<file path="config.mk">
export PLATFORM = sky130hd
export DESIGN_NAME = opsel_stage_flat
export DESIGN_NICKNAME = d
export VERILOG_FILES = /design/src/rtl/opsel_if.sv /design/src/rtl/opsel_stage.sv /design/src/flat_wrapper.sv
export SDC_FILE = /design/constraint.sdc
export NUM_CORES = 1
export LEC_CHECK = 0
export CAP_MARGIN = 20
export CORE_MARGIN = 1.5
export CORE_UTILIZATION = 35
export CTS_CLUSTER_SIZE = 12
export DETAILED_ROUTE_END_ITERATION = 8
export HOLD_SLACK_MARGIN = 0.12
export PLACE_DENSITY = 0.77
export SYNTH_ARGS = -nofsm -noshare
export SYNTH_HDL_FRONTEND = slang
export SYNTH_SLANG_ARGS = --single-unit
</file>
<file path="constraint.sdc">
create_clock -name clk -period 1.2 [get_ports clk]
set_input_delay 0.18 -clock clk [delete_from_list [all_inputs] [get_ports clk]]
set_output_delay 0.18 -clock clk [all_outputs]
set_load 0.02 [all_outputs]
</file>
<file path="src/rtl/opsel_if.sv">
// Handshake bundle for the ALU operand-select stage: upstream sources/selects in,
// buffered operand pair out.
interface opsel_if #(
   parameter int WIDTH   = 8,
   parameter int NUM_SRC = 4,
   parameter int SELW    = $clog2(NUM_SRC + 1)
);
   logic [NUM_SRC*WIDTH-1:0] src;
   logic [SELW-1:0]          sel_a;
   logic [SELW-1:0]          sel_b;
   logic                     in_valid;
   logic                     in_ready;
   logic [WIDTH-1:0]         op_a;
   logic [WIDTH-1:0]         op_b;
   logic                     out_valid;
   logic                     out_ready;

   modport master (
      output src, sel_a, sel_b, in_valid, out_ready,
      input  in_ready, op_a, op_b, out_valid
   );

   modport slave (
      input  src, sel_a, sel_b, in_valid, out_ready,
      output in_ready, op_a, op_b, out_valid
   );
endinterface

</file>
<file path="src/rtl/opsel_stage.sv">
// Registered operand-select stage with a small output buffer and synchronous flush.
// OPSEL_SKID_EN defined: two-entry buffer with registered in_ready; undefined: single entry.
//
//   state    | meaning
//   ---------+-------------------------------------------
//   ST_EMPTY | no operand pair held, out_valid low
//   ST_ONE   | main register valid, presented to the ALU
//   ST_TWO   | main and skid valid, upstream stalled
module opsel_stage #(
   parameter int WIDTH   = 8,
   parameter int NUM_SRC = 4,
   parameter int SELW    = $clog2(NUM_SRC + 1)
) (
   input logic   clk,
   input logic   rst_n,
   input logic   flush,
   opsel_if.slave bus
);

   typedef enum logic [1:0] {
      ST_EMPTY = 2'd0,
      ST_ONE   = 2'd1,
      ST_TWO   = 2'd2
   } state_t;

   state_t           state_q, state_d;
   logic [WIDTH-1:0] main_a_q, main_b_q;
   logic [WIDTH-1:0] skid_a_q, skid_b_q;
   logic [WIDTH-1:0] pick_a, pick_b;
   logic             out_valid, in_ready;
   logic             accept, consume;
   logic             load_main_new, load_main_skid, load_skid;

   // Out-of-range selects fall back to the constants: A gets zero, B gets one.
   always_comb begin
      pick_a = '0;
      pick_b = WIDTH'(1);
      for (int k = 0; k < NUM_SRC; k++) begin
         if (bus.sel_a == SELW'(k)) pick_a = bus.src[k*WIDTH +: WIDTH];
         if (bus.sel_b == SELW'(k)) pick_b = bus.src[k*WIDTH +: WIDTH];
      end
   end

   assign out_valid = (state_q != ST_EMPTY);
`ifdef OPSEL_SKID_EN
   assign in_ready  = (state_q != ST_TWO);
`else
   assign in_ready  = !out_valid || bus.out_ready;
`endif

   assign accept        = bus.in_valid && in_ready;
   assign consume       = out_valid && bus.out_ready;
   assign bus.in_ready  = in_ready;
   assign bus.out_valid = out_valid;
   assign bus.op_a      = main_a_q;
   assign bus.op_b      = main_b_q;

   always_comb begin
      state_d        = state_q;
      load_main_new  = 1'b0;
      load_main_skid = 1'b0;
      load_skid      = 1'b0;
      case (state_q)
         ST_EMPTY: begin
            if (accept) begin
               state_d       = ST_ONE;
               load_main_new = 1'b1;
            end
         end
         ST_ONE: begin
            if (accept && consume) begin
               load_main_new = 1'b1;
            end else if (accept) begin
`ifdef OPSEL_SKID_EN
               state_d   = ST_TWO;
               load_skid = 1'b1;
`endif
            end else if (consume) begin
               state_d = ST_EMPTY;
            end
         end
         ST_TWO: begin
            if (consume) begin
               state_d        = ST_ONE;
               load_main_skid = 1'b1;
            end
         end
         default: state_d = ST_EMPTY;
      endcase
      // Flush wins over everything; a same-cycle consume has already been taken.
      if (flush) begin
         state_d        = ST_EMPTY;
         load_main_new  = 1'b0;
         load_main_skid = 1'b0;
         load_skid      = 1'b0;
      end
   end

   always_ff @(posedge clk or negedge rst_n) begin
      if (!rst_n) begin
         state_q <= ST_EMPTY;
      end else begin
         state_q <= state_d;
      end
   end

   always_ff @(posedge clk or negedge rst_n) begin
      if (!rst_n) begin
         main_a_q <= '0;
         main_b_q <= '0;
         skid_a_q <= '0;
         skid_b_q <= '0;
      end else begin
         if (load_main_new) begin
            main_a_q <= pick_a;
            main_b_q <= pick_b;
         end else if (load_main_skid) begin
            main_a_q <= skid_a_q;
            main_b_q <= skid_b_q;
         end
         if (load_skid) begin
            skid_a_q <= pick_a;
            skid_b_q <= pick_b;
         end
      end
   end

endmodule

</file>
<file path="src/flat_wrapper.sv">
// flat-port wrapper written by rule: the top's interface ports become plain ports
module opsel_stage_flat 
#(
   parameter int WIDTH   = 8,
   parameter int NUM_SRC = 4,
   parameter int SELW    = $clog2(NUM_SRC + 1)
)
  (clk, rst_n, flush, bus_src, bus_sel_a, bus_sel_b, bus_in_valid, bus_out_ready, bus_in_ready, bus_op_a, bus_op_b, bus_out_valid);
  opsel_if #(.WIDTH(WIDTH), .NUM_SRC(NUM_SRC), .SELW(SELW)) bus_i ();
  input logic clk;
  input logic rst_n;
  input logic flush;
  input wire logic [$bits(bus_i.src)-1:0] bus_src;
  input wire logic [$bits(bus_i.sel_a)-1:0] bus_sel_a;
  input wire logic [$bits(bus_i.sel_b)-1:0] bus_sel_b;
  input wire logic [$bits(bus_i.in_valid)-1:0] bus_in_valid;
  input wire logic [$bits(bus_i.out_ready)-1:0] bus_out_ready;
  output wire logic [$bits(bus_i.in_ready)-1:0] bus_in_ready;
  output wire logic [$bits(bus_i.op_a)-1:0] bus_op_a;
  output wire logic [$bits(bus_i.op_b)-1:0] bus_op_b;
  output wire logic [$bits(bus_i.out_valid)-1:0] bus_out_valid;
  assign bus_i.src = bus_src;
  assign bus_i.sel_a = bus_sel_a;
  assign bus_i.sel_b = bus_sel_b;
  assign bus_i.in_valid = bus_in_valid;
  assign bus_i.out_ready = bus_out_ready;
  assign bus_in_ready = bus_i.in_ready;
  assign bus_op_a = bus_i.op_a;
  assign bus_op_b = bus_i.op_b;
  assign bus_out_valid = bus_i.out_valid;
  opsel_stage #(.WIDTH(WIDTH), .NUM_SRC(NUM_SRC), .SELW(SELW)) u_core (.clk(clk), .rst_n(rst_n), .flush(flush), .bus(bus_i));
endmodule
</file>
==> out/metrics.yaml <==
run_status:
  status: "finished, violations left"
  violations: "negative setup slack"
floorplan:
  die_w_um: 59.1
  die_y_um: 59.1
  rows: 20
  initial_utilization: 0.364
  core_mm2: 0.00303
  dieArea_mm2: 0.00350
  ioPinCount: 61
routing:
  dr.first_iter.drc_count: 24
  vias_per_cell: 5.50
  drc: 0
  dr.pass1.iters: 4
  post_drt_wl_per_cell_um: 18.1
  vias: 1132
  wirelength_um: 3730
  antenna_left: 0
clock_tree:
  root_buffer: "clkbuf_4"
  cts_made_buffers: 3
  cts.clk_slew.worst_paths_ns: 0.11
  cts_tree: "yes"
  htree_levels: 1
  clkSinkCount: 17
  clockBufferDepth: 2
  clk_latency_ns: 0.31
timing:
  final_max_slew_viol_count: 0
  fin_ws_ns: -0.0448
  finalHoldViolations: 0
  fmax_mhz: 803
  fin_crit_ns: 1.24
  tns_ns: -0.109
  clock_skew_ns: 0.00819
  final.period_utilization: 1.04
  holdWs_ns: 0.186
  relSlewSlack: 0.825
  setup_violations: 6
  rsz0062_at_grt: "yes"
  worst_slew_pin_slew_ns: 0.260
synth:
  synthMostInstantiatedCell: "dfrtp_1"
  ys_types: 20
  avgSynthCellArea_um2: 13.3
  ys_top_cells_by_count: "17 x dfrtp_1, 11 x a22o_1, 10 x mux4_2"
  synth_top_cell_area_share: 0.386
  ys_seq_area_frac: 0.386
  synth_ff_type: "dfrtp_1"
  async_flop_share: 1.00
  synth_edf_count: 0
  syn_nets: 126
  syn-cell-area_mm2: 0.00110
  netlist.top_cell.by_area: "dfrtp_1"
  yosysWarningCount: 0
  synthCells: 83
  synth_seq_cells: 17
  yosys-top-cells-area: "dfrtp_1 39%, mux4_2 20%, a22o_1 8.7%"
final_layout:
  final_cells: 206
  area_growth_pct: 74.0
  diodes: 0
  drive_gt1_frac: 0.401
  final_core_util: 0.633
  final_area_mm2: 0.00192
  final_net_count: 206
  nFillCells: 255
critical_path:
  crit_type: "reg -> reg"
  worst_ep_required_time_ns: 1.41
  reg2reg_from: "u_core.state_q[0]"
  worstPathArrival_ns: 1.45
  cp_max_fo: 12
  r2r_cells: 4
  startpoint: "u_core.state_q[0]"
  endpoint_kind: "flip-flop"
  critPathLaunchType: "flip-flop"
pwr:
  p_leak_nw: 0.853
  finalPower_mw: 1.72
  irDropWorstVdd_uv: 326
  cellPowerDensity_mw_per_mm2: 898
min_path:
  hold_class: "in -> async"
global_routing:
  antenna_found_initial: 0
  grt_first_pass_wirelength_um: 5480
  grt_max_degree: 18
  grt_pass1_vias: 1094
  grtUsageTotal: 0.220
  grt_overflow: 0
placed_design:
  placed_cells: 199
  hpwl_um: 2770
  gp_congestion: 0.869
  place_area_mm2: 0.00186
  place_ws_ns: -0.559
  port_buffers: 60
run:
  maxCapViolCount: 0
==> area by class of cell <==
class | instances | area (um2) | area share
clock buffers | 4 | 26.3 | 0.0137
inverters | 2 | 7.51 | 0.00391
multi-input cells | 58 | 687 | 0.358
flip-flops and latches | 17 | 427 | 0.222
well taps | 44 | 55.1 | 0.0287
repair buffers | 81 | 716 | 0.373
==> repair_timing <==
item                       CTS  global route
resized for setup           57            19
setup buffers                2             0
hold buffers                 0             0
gates cloned                 0             1
pin swaps                    1             5
setup endpoints to repair   34            30
==> critical path, cell delays in order (launching register included) <==
cell,delay [ns]
dfrtp_2,0.41
nor2b_4,0.13
buf_8,0.14
a211o_1,0.24
o41ai_2,0.22
==> layer usage <==
| metal | GRT usage | vias to the layer above | share of wire | routed length (um) |
|---|---|---|---|---|
| met4 | 0.0844 | 0 | 0.018 | 67 |
| met2 | 0.368 | 64 | 0.50 | 1860 |
| met3 | 0.0393 | 8 | 0.082 | 307 |
| met1 | 0.284 | 552 | 0.40 | 1490 |
| li1 | - | 508 | - | - |
| met5 | 0 | - | 0 | 0 |
==> where the power goes <==
part	total, mW	switching [mW]	internal, mW
registers	0.694	0.0448	0.649
logic	0.697	0.316	0.382
clock network	0.331	0.201	0.130
total	1.72	0.561	1.16
==> registers in the layout, summed over array words and instances (netlist names) <==
| register | flops |
|---|---|
| u_core.bus.op_a | 8 |
| u_core.bus.op_b | 8 |
| u_core.state_q | 1 |
==> final timing paths <==
check                                      to  slack (ns)
setup / recovery           u_core.bus.op_a[2]       -0.04
hold / removal             u_core.bus.op_b[5]        0.19
setup reg to reg           u_core.bus.op_a[2]       -0.04
hold reg to reg            u_core.bus.op_b[3]        0.52
max in group asynchronous   u_core.state_q[0]        0.79
min in group clk            u_core.state_q[0]        0.43
==> layout by cell type, fill, tap and decap left out, types with 6 or more instances in the layout <==
cell type / count
dfrtp_1: 16
mux4_2: 10
nor2_1: 6
clkbuf_2: 14
a22o_1: 11
clkdlybuf4s50_1: 39
buf_6: 6
buf_4: 15
==> cells by family (layout without fill, tap and decap cells) <==
kind of cell,count (synthesis),in the layout,synth area share
AO/OA/AOI/OAI,24,24,0.187
flip-flops,17,17,0.386
AND/OR/NAND/NOR,17,18,0.0806
multiplexers,16,16,0.288
buffers and inverters,9,87,0.0579
Note: power is estimated with default switching activity, not from simulation.
